<file path="src/rtl/fetch_pkg.sv">
// -----------------------------------------------------------------------------
// fetch_pkg
// Shared types and constants for the instruction fetch stage.
//   - XLEN / ILEN        : address and instruction widths
//   - NOP_INST           : canonical NOP (addi x0, x0, 0) shown while IF/ID is empty
//   - DEFAULT_RESET_ADDR : default first fetch address
//   - fetch_state_e      : fetch FSM encoding (IDLE / FETCH / HOLD)
//   - ifid_t             : IF/ID pipeline register bundle
//   - hold_entry_t       : payload of the one-entry stall buffer
// -----------------------------------------------------------------------------
package fetch_pkg;

  localparam int XLEN = 32;
  localparam int ILEN = 32;

  localparam logic [ILEN-1:0] NOP_INST           = 32'h0000_0013;
  localparam logic [XLEN-1:0] DEFAULT_RESET_ADDR = 32'h0000_0000;
  localparam logic [XLEN-1:0] PC_STEP            = 32'd4;

  typedef enum logic [1:0] {
    IDLE  = 2'd0,
    FETCH = 2'd1,
    HOLD  = 2'd2
  } fetch_state_e;

  typedef struct packed {
    logic            valid;
    logic [ILEN-1:0] inst;
    logic [XLEN-1:0] pc;
    logic [XLEN-1:0] pc_plus4;
    logic            trap;
  } ifid_t;

  typedef struct packed {
    logic [ILEN-1:0] inst;
    logic [XLEN-1:0] pc;
  } hold_entry_t;

  localparam ifid_t IFID_RESET = '{
    valid:    1'b0,
    inst:     NOP_INST,
    pc:       '0,
    pc_plus4: PC_STEP,
    trap:     1'b0
  };

  // Clears the two low address bits; written as a mask so every input bit
  // participates in the expression.
  function automatic logic [XLEN-1:0] word_align(input logic [XLEN-1:0] addr);
    return addr & ~(XLEN'(3));
  endfunction

endpackage

</file>
<file path="src/rtl/fetch_hold_buf.sv">
// -----------------------------------------------------------------------------
// fetch_hold_buf
// One-entry {inst, pc} buffer that catches the instruction-memory response
// still in flight when decode stalls.
// Ports:
//   i_clk, i_rst_n     : clock, synchronous active-low reset
//   i_capture          : store {i_inst, i_pc}, mark entry valid
//   i_release          : entry consumed by IF/ID, mark empty
//   i_clear            : drop entry (redirect); wins over capture
//   i_inst, i_pc       : response payload to capture
//   o_valid            : entry holds a response
//   o_inst, o_pc       : stored payload
// -----------------------------------------------------------------------------
module fetch_hold_buf
  import fetch_pkg::*;
(
  input  logic            i_clk,
  input  logic            i_rst_n,
  input  logic            i_capture,
  input  logic            i_release,
  input  logic            i_clear,
  input  logic [ILEN-1:0] i_inst,
  input  logic [XLEN-1:0] i_pc,
  output logic            o_valid,
  output logic [ILEN-1:0] o_inst,
  output logic [XLEN-1:0] o_pc
);

  logic        valid_q;
  hold_entry_t entry_q;

  // NOTE: sequential state is updated with non-blocking assignments so every
  // flop samples the pre-edge values regardless of statement order.
  always_ff @(posedge i_clk) begin
    if (!i_rst_n) begin
      valid_q <= 1'b0;
    end else if (i_clear || i_release) begin
      valid_q <= 1'b0;
    end else if (i_capture) begin
      valid_q <= 1'b1;
    end
  end

  // NOTE: the payload is deliberately left without reset; it is only ever
  // observed when valid_q is set, so resetting it would just add wiring.
  always_ff @(posedge i_clk) begin
    if (i_capture && !i_clear) begin
      entry_q <= '{inst: i_inst, pc: i_pc};
    end
  end

  assign o_valid = valid_q;
  assign o_inst  = entry_q.inst;
  assign o_pc    = entry_q.pc;

endmodule

</file>
<file path="src/rtl/fetch_stage.sv">
// -----------------------------------------------------------------------------
// fetch_stage
// Instruction fetch plus IF/ID pipeline register. Issues one word-aligned read
// per cycle, delivers {inst, pc, pc+4, valid} to decode one cycle after the
// response, absorbs decode stalls with a one-entry hold buffer and restarts on
// downstream redirects.
//
// Optional feature macro: FETCH_MISALIGN_CHECK_EN
//   defined   : a redirect to a non-word-aligned target issues no read and
//               presents a NOP with o_trap=1 at that target; fetch stays idle
//               until the next redirect.
//   undefined : o_trap is always 0 and target[1:0] is ignored.
//
// Ports:
//   i_clk, i_rst_n        : clock, synchronous active-low reset
//   o_imem_ren            : instruction memory read enable
//   o_imem_raddr          : word-aligned fetch address (combinational)
//   i_imem_rdata          : read data, valid the cycle after o_imem_ren
//   i_stall               : decode cannot accept; hold IF/ID
//   i_redirect            : flush and restart at i_redirect_target
//   i_redirect_target     : new PC
//   o_valid, o_inst, o_pc, o_pc_plus4, o_trap : IF/ID bundle
// -----------------------------------------------------------------------------
module fetch_stage
  import fetch_pkg::*;
#(
  parameter logic [XLEN-1:0] RESET_ADDR = DEFAULT_RESET_ADDR
) (
  input  logic            i_clk,
  input  logic            i_rst_n,
  output logic            o_imem_ren,
  output logic [XLEN-1:0] o_imem_raddr,
  input  logic [ILEN-1:0] i_imem_rdata,
  input  logic            i_stall,
  input  logic            i_redirect,
  input  logic [XLEN-1:0] i_redirect_target,
  output logic            o_valid,
  output logic [ILEN-1:0] o_inst,
  output logic [XLEN-1:0] o_pc,
  output logic [XLEN-1:0] o_pc_plus4,
  output logic            o_trap
);

  fetch_state_e    state_q, state_d;
  logic [XLEN-1:0] pc_q;        // address of the next sequential request
  logic [XLEN-1:0] req_pc_q;    // address of the request now in flight
  logic            inflight_q;  // a response arrives on i_imem_rdata this cycle
  ifid_t           ifid_q;

  logic            halted_q;     // parked after a misaligned redirect
  logic            bad_redirect; // redirect to a misaligned target (feature only)
  logic            stall_eff;    // stall only matters when IF/ID holds something

  logic            buf_capture;
  logic            buf_release;
  logic            buf_valid;
  logic [ILEN-1:0] buf_inst;
  logic [XLEN-1:0] buf_pc;

`ifdef FETCH_MISALIGN_CHECK_EN
  assign bad_redirect = i_redirect && (i_redirect_target[1:0] != 2'b00);
`else
  assign bad_redirect = 1'b0;
`endif

  assign stall_eff = i_stall && ifid_q.valid;

  // ---------------------------------------------------------------------------
  // FSM: state register
  // ---------------------------------------------------------------------------
  always_ff @(posedge i_clk) begin
    if (!i_rst_n) begin
      state_q <= IDLE;
    end else begin
      state_q <= state_d;
    end
  end

  // ---------------------------------------------------------------------------
  // FSM: next state. Redirect overrides everything, including a pending stall.
  // ---------------------------------------------------------------------------
  // NOTE: every combinational output gets a default before any branch so no
  // path leaves it unassigned, which would otherwise infer a latch.
  always_comb begin
    state_d = state_q;
    if (i_redirect) begin
      state_d = FETCH;
    end else begin
      unique case (state_q)
        IDLE:    state_d = FETCH;
        FETCH:   if (stall_eff && !halted_q) state_d = HOLD;
        HOLD:    if (!i_stall) state_d = FETCH;
        default: state_d = IDLE;
      endcase
    end
  end

  // ---------------------------------------------------------------------------
  // FSM: outputs. The request is dropped in the stall-entry cycle so only the
  // response already in flight needs buffering.
  // ---------------------------------------------------------------------------
  always_comb begin
    o_imem_ren   = 1'b0;
    o_imem_raddr = word_align(pc_q);
    if (i_redirect) begin
      o_imem_raddr = word_align(i_redirect_target);
      o_imem_ren   = !bad_redirect;
    end else begin
      unique case (state_q)
        IDLE:    o_imem_ren = 1'b1;
        FETCH:   o_imem_ren = !halted_q && !stall_eff;
        HOLD:    o_imem_ren = !i_stall;
        default: o_imem_ren = 1'b0;
      endcase
    end
  end

  // ---------------------------------------------------------------------------
  // Hold buffer
  // ---------------------------------------------------------------------------
  assign buf_capture = (state_q == FETCH) && !i_redirect && !halted_q &&
                       stall_eff && inflight_q;
  assign buf_release = (state_q == HOLD) && !i_redirect && !i_stall;

  fetch_hold_buf u_hold_buf (
    .i_clk     (i_clk),
    .i_rst_n   (i_rst_n),
    .i_capture (buf_capture),
    .i_release (buf_release),
    .i_clear   (i_redirect),
    .i_inst    (i_imem_rdata),
    .i_pc      (req_pc_q),
    .o_valid   (buf_valid),
    .o_inst    (buf_inst),
    .o_pc      (buf_pc)
  );

  // ---------------------------------------------------------------------------
  // PC and in-flight tracking. Every issued request advances pc to the issued
  // address + 4, which covers sequential fetch, redirect and hold release
  // alike. A redirect replaces the in-flight tag, so the stale response that
  // arrives during the redirect cycle is never consumed.
  // ---------------------------------------------------------------------------
  always_ff @(posedge i_clk) begin
    if (!i_rst_n) begin
      pc_q       <= RESET_ADDR;
      req_pc_q   <= RESET_ADDR;
      inflight_q <= 1'b0;
    end else begin
      inflight_q <= o_imem_ren;
      if (o_imem_ren) begin
        pc_q     <= o_imem_raddr + PC_STEP;
        req_pc_q <= o_imem_raddr;
      end
    end
  end

`ifdef FETCH_MISALIGN_CHECK_EN
  always_ff @(posedge i_clk) begin
    if (!i_rst_n) begin
      halted_q <= 1'b0;
    end else if (i_redirect) begin
      halted_q <= bad_redirect;
    end
  end
`else
  assign halted_q = 1'b0;
`endif

  // ---------------------------------------------------------------------------
  // IF/ID register
  // ---------------------------------------------------------------------------
  always_ff @(posedge i_clk) begin
    if (!i_rst_n) begin
      ifid_q <= IFID_RESET;
    end else if (i_redirect) begin
      if (bad_redirect) begin
        ifid_q <= '{valid:    1'b1,
                    inst:     NOP_INST,
                    pc:       i_redirect_target,
                    pc_plus4: i_redirect_target + PC_STEP,
                    trap:     1'b1};
      end else begin
        ifid_q.valid <= 1'b0;
        ifid_q.trap  <= 1'b0;
      end
    end else begin
      unique case (state_q)
        FETCH: begin
          if (!halted_q && !stall_eff) begin
            if (inflight_q) begin
              ifid_q <= '{valid:    1'b1,
                          inst:     i_imem_rdata,
                          pc:       req_pc_q,
                          pc_plus4: req_pc_q + PC_STEP,
                          trap:     1'b0};
            end else begin
              ifid_q.valid <= 1'b0;
            end
          end
        end
        HOLD: begin
          if (!i_stall) begin
            if (buf_valid) begin
              ifid_q <= '{valid:    1'b1,
                          inst:     buf_inst,
                          pc:       buf_pc,
                          pc_plus4: buf_pc + PC_STEP,
                          trap:     1'b0};
            end else begin
              ifid_q.valid <= 1'b0;
            end
          end
        end
        default: ;
      endcase
    end
  end

  assign o_valid    = ifid_q.valid;
  assign o_inst     = ifid_q.inst;
  assign o_pc       = ifid_q.pc;
  assign o_pc_plus4 = ifid_q.pc_plus4;
  assign o_trap     = ifid_q.trap;

endmodule

</file>
<file path="config.mk">
export PLATFORM = sky130hd
export DESIGN_NAME = fetch_stage
export DESIGN_NICKNAME = d
export VERILOG_FILES = /design/src/rtl/fetch_pkg.sv /design/src/rtl/fetch_hold_buf.sv /design/src/rtl/fetch_stage.sv
export SDC_FILE = /design/constraint.sdc
export NUM_CORES = 1
export LEC_CHECK = 0
export BUFFER_PORTS_ARGS = -buffer_cell sky130_fd_sc_hd__buf_4
export CORE_MARGIN = 4
export CORE_UTILIZATION = 39
export CTS_BUF_LIST = sky130_fd_sc_hd__clkbuf_8
export DETAILED_ROUTE_END_ITERATION = 7
export PLACE_DENSITY = 0.7
export SLEW_MARGIN = 40
export SYNTH_ARGS = -nofsm -noshare
export SYNTH_HDL_FRONTEND = slang
export SYNTH_SLANG_ARGS = --single-unit
export TNS_END_PERCENT = 1
</file>
<file path="constraint.sdc">
create_clock -name i_clk -period 6.8 [get_ports i_clk]
set_input_delay 0.34 -clock i_clk [delete_from_list [all_inputs] [get_ports i_clk]]
set_output_delay 0.34 -clock i_clk [all_outputs]
set_load 0.02 [all_outputs]
</file>
**Word-level counts from Yosys, hierarchy flattened**

Cells that the tools add are included.

- Register bits: 230
- Input bits: 68
- Output and inout bits: 131
- Word-level logic and storage cells: 61

- $add $sub $neg: 3
- Eq/ne operators: 9
- Multiplexer cells: 14
- Bitwise logic cells: 2
- Reduce and logical (&&, ||, !) cells: 20

Operator list:

| cell | number |
|---|---|
| $mux W98 | 2 |
| $pmux W98 S2 | 1 |
| $mux W97 | 2 |
| $add A32 B3 Y32 const B | 3 |
| $mux W32 | 1 |
| $ne A2 B2 Y1 const B | 4 |
| $logic_and A1 B1 Y1 | 7 |
| $ne A3 B3 Y1 const B | 2 |
| $pmux W2 S3 | 1 |
| $reduce_and A6 Y1 | 1 |
| $reduce_and A5 Y1 | 1 |
| $mux W1 | 4 |
| $mux W2 | 2 |
| $reduce_and A2 Y1 | 2 |
| $reduce_or A2 Y1 | 2 |
| $logic_not A1 Y1 | 3 |
| $pmux W1 S3 | 1 |
| $reduce_and A3 Y1 | 1 |
| $eq A2 B1 Y1 const B | 1 |
| $eq A2 B2 Y1 const B | 1 |
| $logic_not A2 Y1 | 1 |
| $ne A2 B1 Y1 const B | 1 |
| $not A1 Y1 | 2 |
| $reduce_bool A2 Y1 | 1 |
| $logic_or A1 B1 Y1 | 1 |

**Depth between registers and ports, before layout**

- Word-level depth: 5
- Gate-level depth with buffers: 15
- Mapped depth without buffers: 10

**Modules after synthesis**

A second synthesis with hierarchy kept.

- Cells, all modules: 1114
- Area total of the unflattened synthesis: 10261.1 um^2

By module, submodules not included:

| module | times used | cells an instance | area each (um^2) | sequential area each (um^2) |
|---|---|---|---|---|
| fetch_stage | 1 | 1046 | 8291.7 | 3163.0 |
| fetch_hold_buf | 1 | 68 | 1969.4 | 1941.9 |

**Worst setup path before layout**

No wires, ideal clock.

- Kind: input-to-reg
- From: in i_redirect
- To: reg u_hold_buf.entry_q (netlist bit u_hold_buf.o_inst[0]), enable pin
- Setup time: 573 ps
- Arrival time: 5627 ps
- Required time: 6227 ps
- Setup slack: 599 ps
- Stages on the path: 6
- Buffers on the path: 5
- Path through: buf_6 buf_8 buf_6 buf_6 buf_2 nor3b_1

- Cells in the longest elaborated chain, start to end: 5

Ends and longest elaborated chain:

| element | RTL line | source |
|---|---|---|
| start: declaration | fetch_stage.sv:35 | `input logic i_redirect,` |
| $logic_not A1 Y1 * | fetch_hold_buf.sv:47, fetch_stage.sv:121 |  |
| $logic_and A1 B1 Y1 (2 in a row) | fetch_stage.sv:121 | `assign buf_capture = (state_q == FETCH) && !i_redirect && !halted_q &&` |
| $logic_and A1 B1 Y1 | fetch_stage.sv:122 | `stall_eff && inflight_q;` |
| $logic_and A1 B1 Y1 * | fetch_hold_buf.sv:47 | `if (i_capture && !i_clear) begin` |
| end signal: assignment | fetch_hold_buf.sv:48 | `entry_q <= '{inst: i_inst, pc: i_pc};` |
| end: declaration | fetch_hold_buf.sv:30 | `hold_entry_t entry_q;` |

Every way passes the cells marked *; elsewhere a longest branch is shown, timed or not.
A chain may end at the register's enable or synchronous reset.

**Worst setup path in the final report**

- From: reg state_q[1]
- To: reg ifid_q (netlist bit o_pc_plus4[24])

- Cells in the longest elaborated chain, start to end: 3
- Elaborated cells on any way between the ends: 9
- Those cells by class: 6 x eq/ne; 1 x mux; 2 x reduce/logical

Ends and longest elaborated chain:

| element | RTL line | source |
|---|---|---|
| start: declaration | fetch_stage.sv:44 | `fetch_state_e state_q, state_d;` |
| start signal: assignment | fetch_stage.sv:75 | `state_q <= state_d;` |
| $eq A2 B2 Y1 / $eq A2 B1 Y1 (equally long branches) | fetch_stage.sv:188 | `unique case (state_q)` |
| $ne A2 B1 Y1 (no source line) (tied with other cells) | n/a |  |
| $reduce_and A6 Y1 (no source line) | n/a |  |
| end signal: assignment | fetch_stage.sv:178 | `ifid_q <= '{valid: 1'b1,` |
| end signal: assignment | fetch_stage.sv:192 | `ifid_q <= '{valid: 1'b1,` |
| end signal: assignment | fetch_stage.sv:205 | `ifid_q <= '{valid: 1'b1,` |
| end: declaration | fetch_stage.sv:48 | `ifid_t ifid_q;` |

Parallel ways exist; a longest one is shown, timed or not.

==> summary.md <==
| Metric | Value |
|---|---|
| Status | complete, no violations |
| Endpoint type of the worst setup path | register |
| Worst Min Path Start | i_stall |
| Flop2flop setup slack | 3.14 ns |
| Final Hold Viols | 0 |
| Final hold slack | 0.1381 ns |
| Critical path launch point | state_q[1] |
| Clk Latency, worst-skew pair | 0.54 ns |
| Final Critical Period | between 3 and 4 ns |
| Largest net degree at the start of global routing | 76 |
| RSZ-0062 raised after global routing | false |
| Final net count | 1360 |
| Crit path max fanout | 52 |
| Worst path cell trace | nor2b_4, buf_4, mux2i_1, o2111ai_1, nor3_2, mux2_2, nand3_1 |
| Total gr overflow | 0 |
| Die height | approximately 170 µm |
| Critical path type | register to register |
| Post-DR wirelength/cell | 16.98 µm |
| Initial core utilization | 39.45% |
| Drt first-iter violations | 596 |
| FF-to-FF End | o_pc_plus4[24] |
| TritonCTS clock tree | yes |
| Clock Skew | roughly 0.030 ns |
| Worst hold path type | input port to register |
| 1st-pass router iterations | 5 |
| Final core utilization | 49.71% |
| WP data arrival | 4.14 ns |
| Pleak | between 5 and 6 nW |
| Num Clock Sinks | 219 |
| Vias per cell | 5.358 |
| Vias | 8868 |
| Die Area | 28950 µm² |
| Max Cap Viol | 0 |
| Diodes inserted | 0 |
| Least-Margin Pin Slew | 0.8140 ns |
| First-pass GRT wire length | 43710 µm |
| Fin. max-slew vios | 0 |
| Core area | between 20000 and 30000 µm² |
| Width of the die | 170.1 µm |
| Root buf cell | clkbuf_8 |
| Worst vdd ir | between 0.00015 and 0.0002 V |
| Post-route ant nets | 0 |
| Reg-to-reg startpoint | state_q[1] |
| Post_cts resized | 0 |
| Syn. warnings | 0 |
| Drt drc | 0 |
| Ys flop type | dfxtp_1 |
| Hold Crit Depth | 3 |
| Routed wire length | 28110 µm |
| # rows | 59 |
| Flops & latches, synth | approximately 220 |
| Fillers | 2426 |
| Worst Setup Start Kind | register |
| # IOs | slightly below 200 |
| Crit share post-route | 53.83% |
| CTS H-tree lvls | 2 |
| R2R depth | 7 |
| FMAX | 273.2 MHz |
| CP max-delay cell | buf_4 |
| Layout cells sized above 1 | between 20 and 25% |
| Synthesized area per cell | between 9 and 10 µm² |
| Setup_tns | 0 ns |
| Post-DP HPWL | 18550 µm |
| # setup viols final | 0 |
| Max-slew headroom | about 44% |
| CTS Buffer Depth | 3 |
| CP required | 7.28 ns |
| Async S/R FF share, synth | 0% |
| CP max stage delay | around 0.69 ns |
| Clock transition at path regs | 0.07 ns |
| Hold Path Sink | u_hold_buf.o_valid |
| Post-synth EDFFs | 62 |
| I/O Buffers | 189 |
| GP Congestion | 0.8242 |
| Initial antenna violation count | 0 |
| Total track usage | 18.36% |
| Mapped Cells | roughly 1.1k |
| Clock buffer count from CTS | 39 |
| Total power per unit cell area | approximately 240 nW/µm² |
| Area growth, synth to finish | 25.98% |
| Synth cell types | 69 |
| Netlist Area Pre-Place | 10250 µm² |
| Vias in the first global route | about 8.3k |
| Sequential area share after synthesis | 48.82% |
-- timing repair --
item,CTS,global route
hold endpoints to repair,32,0
hold buffers,32,0
setup buffers,0,0
-- cell families after synthesis --
| kind of cell | count (synthesis) | share of synthesized area [%] |
|---|---|---|
| xor gates and xnor gates | 31 | 2.648 |
| AOI/OAI and AO/OA | 178 | 12.73 |
| and+or+nand+nor | 481 | 22.27 |
| buffers and inverters | 103 | 4.882 |
| other | 1 | 0.03658 |
| adders and majority gates | 2 | 0.2440 |
| DFF | 219 | 48.82 |
| muxes | 82 | 8.372 |
-- cell type report --
cell class	instances	area, µm²	area share, %
Multi-Input combinational cell	781	4795	37.12
Sequential cell	219	5005	38.75
Timing Repair Buffer	229	1803	13.96
Clock inverter	20	115.1	0.8912
Inverter	20	77.57	0.6006
Tap cell	335	419.2	3.245
Clock buffer	51	701.9	5.434
-- cell usage after synthesis (3+ instances only) --
| cell | count | share of area [%] |
|---|---|---|
| a2111oi_0 | 4 | 0.34 |
| a211oi_1 | 46 | 3.4 |
| a21oi_1 | 24 | 1.2 |
| a22oi_1 | 4 | 0.29 |
| a311o_1 | 3 | 0.29 |
| a311oi_1 | 31 | 2.6 |
| a31oi_1 | 7 | 0.43 |
| and2_1 | 4 | 0.24 |
| and3_1 | 18 | 1.1 |
| buf_1 | 7 | 0.26 |
| buf_2 | 13 | 0.63 |
| buf_4 | 11 | 0.81 |
| buf_6 | 6 | 0.66 |
| clkbuf_1 | 45 | 1.6 |
| dfxtp_1 | 157 | 31 |
| edfxtp_1 | 62 | 18 |
| inv_1 | 19 | 0.70 |
| mux2_2 | 20 | 2.2 |
| mux2i_1 | 61 | 6.0 |
| nand2_1 | 173 | 6.3 |
| nand2b_1 | 4 | 0.24 |
| nand3_1 | 62 | 3.0 |
| nand3b_1 | 7 | 0.51 |
| nand3b_4 | 3 | 0.59 |
| nand4_1 | 23 | 1.4 |
| nand4b_1 | 6 | 0.51 |
| nor2_1 | 124 | 4.5 |
| nor2b_1 | 3 | 0.18 |
| nor3_1 | 24 | 1.2 |
| nor4_1 | 4 | 0.24 |
| nor4_2 | 4 | 0.49 |
| o211ai_1 | 9 | 0.66 |
| o21ai_0 | 23 | 1.1 |
| o311ai_0 | 5 | 0.43 |
| o311ai_1 | 3 | 0.26 |
| or3_1 | 7 | 0.43 |
| xnor2_1 | 20 | 1.7 |
| xor2_1 | 11 | 0.94 |
-- routing by layer --
layer	vias to the layer above	routed length, µm	track usage, %
li1	4363	-	-
met2	319	11850	27.13
met5	-	0	0
met1	4149	13590	27.04
met3	37	2214	4.437
met4	0	460	4.653
-- critical path: cells and delay by family (launching register included) --
kind,cells,cell delay [ns]
AND/OR/NAND/NOR,3,1.18
multiplexers,2,0.95
flip-flops,1,0.48
AO/OA/AOI/OAI,1,0.32
buffers and inverters,1,0.69
-- through the flow --
step | cells | cell area, µm² | setup WS [ns] | power, W
detailed placement | 1552 | 11780 | 3.082 | 0.001820
global route | 1655 | 12920 | 2.878 | 0.003199
global placement | 1552 | 11780 | 3.115 | 0.001813
finish | 1655 | 12920 | 3.140 | 0.003062
CTS | 1655 | 12910 | 3.085 | 0.003097
floorplan | 1103 | 10270 | 0.5993 | 0.001673
-- power by group --
part,total (W),switching [W],internal [W],leakage (nW)
Clock,0.00125,0.000542,0.000710,0.464
Combinational,0.000372,0.000217,0.000156,2.85
Sequential,0.00144,0.0000445,0.00139,1.86
-- state kept, by name (all words and copies together) (netlist names) --
name / count
pc_q: 30
o_pc: 30
u_hold_buf.o_valid: 1
u_hold_buf.o_pc: 30
o_pc_plus4: 30
state_q: 2
inflight_q: 1
o_valid: 1
u_hold_buf.o_inst: 32
o_inst: 32
req_pc_q: 30
-- how the worst max path moves through the flow --
stage                      endpoint  depth (start not counted)
3_5_place_dp         o_pc_plus4[16]                          7
6_report             o_pc_plus4[24]                          7
5_1_grt              o_pc_plus4[16]                          7
2_1_floorplan  u_hold_buf.o_inst[0]                          6
3_3_place_gp         o_pc_plus4[16]                          7
4_1_cts              o_pc_plus4[16]                          7
-- cells in the final DEF (no fill, tap or decap), types with 24 or more instances in the layout --
cell / Yosys / routed
buf_4: 11 / 196
nand2_1: 173 / 173
dfxtp_1: 157 / 157
nor2_1: 124 / 124
nand3_1: 62 / 62
edfxtp_1: 62 / 62
mux2i_1: 61 / 61
clkbuf_8: 0 / 51
a211oi_1: 46 / 46
inv_1: 19 / 32
dlygate4sd3_1: 0 / 32
a311oi_1: 31 / 31
nor3_1: 24 / 24
a21oi_1: 24 / 24
Power figures use the tool's default switching activity.
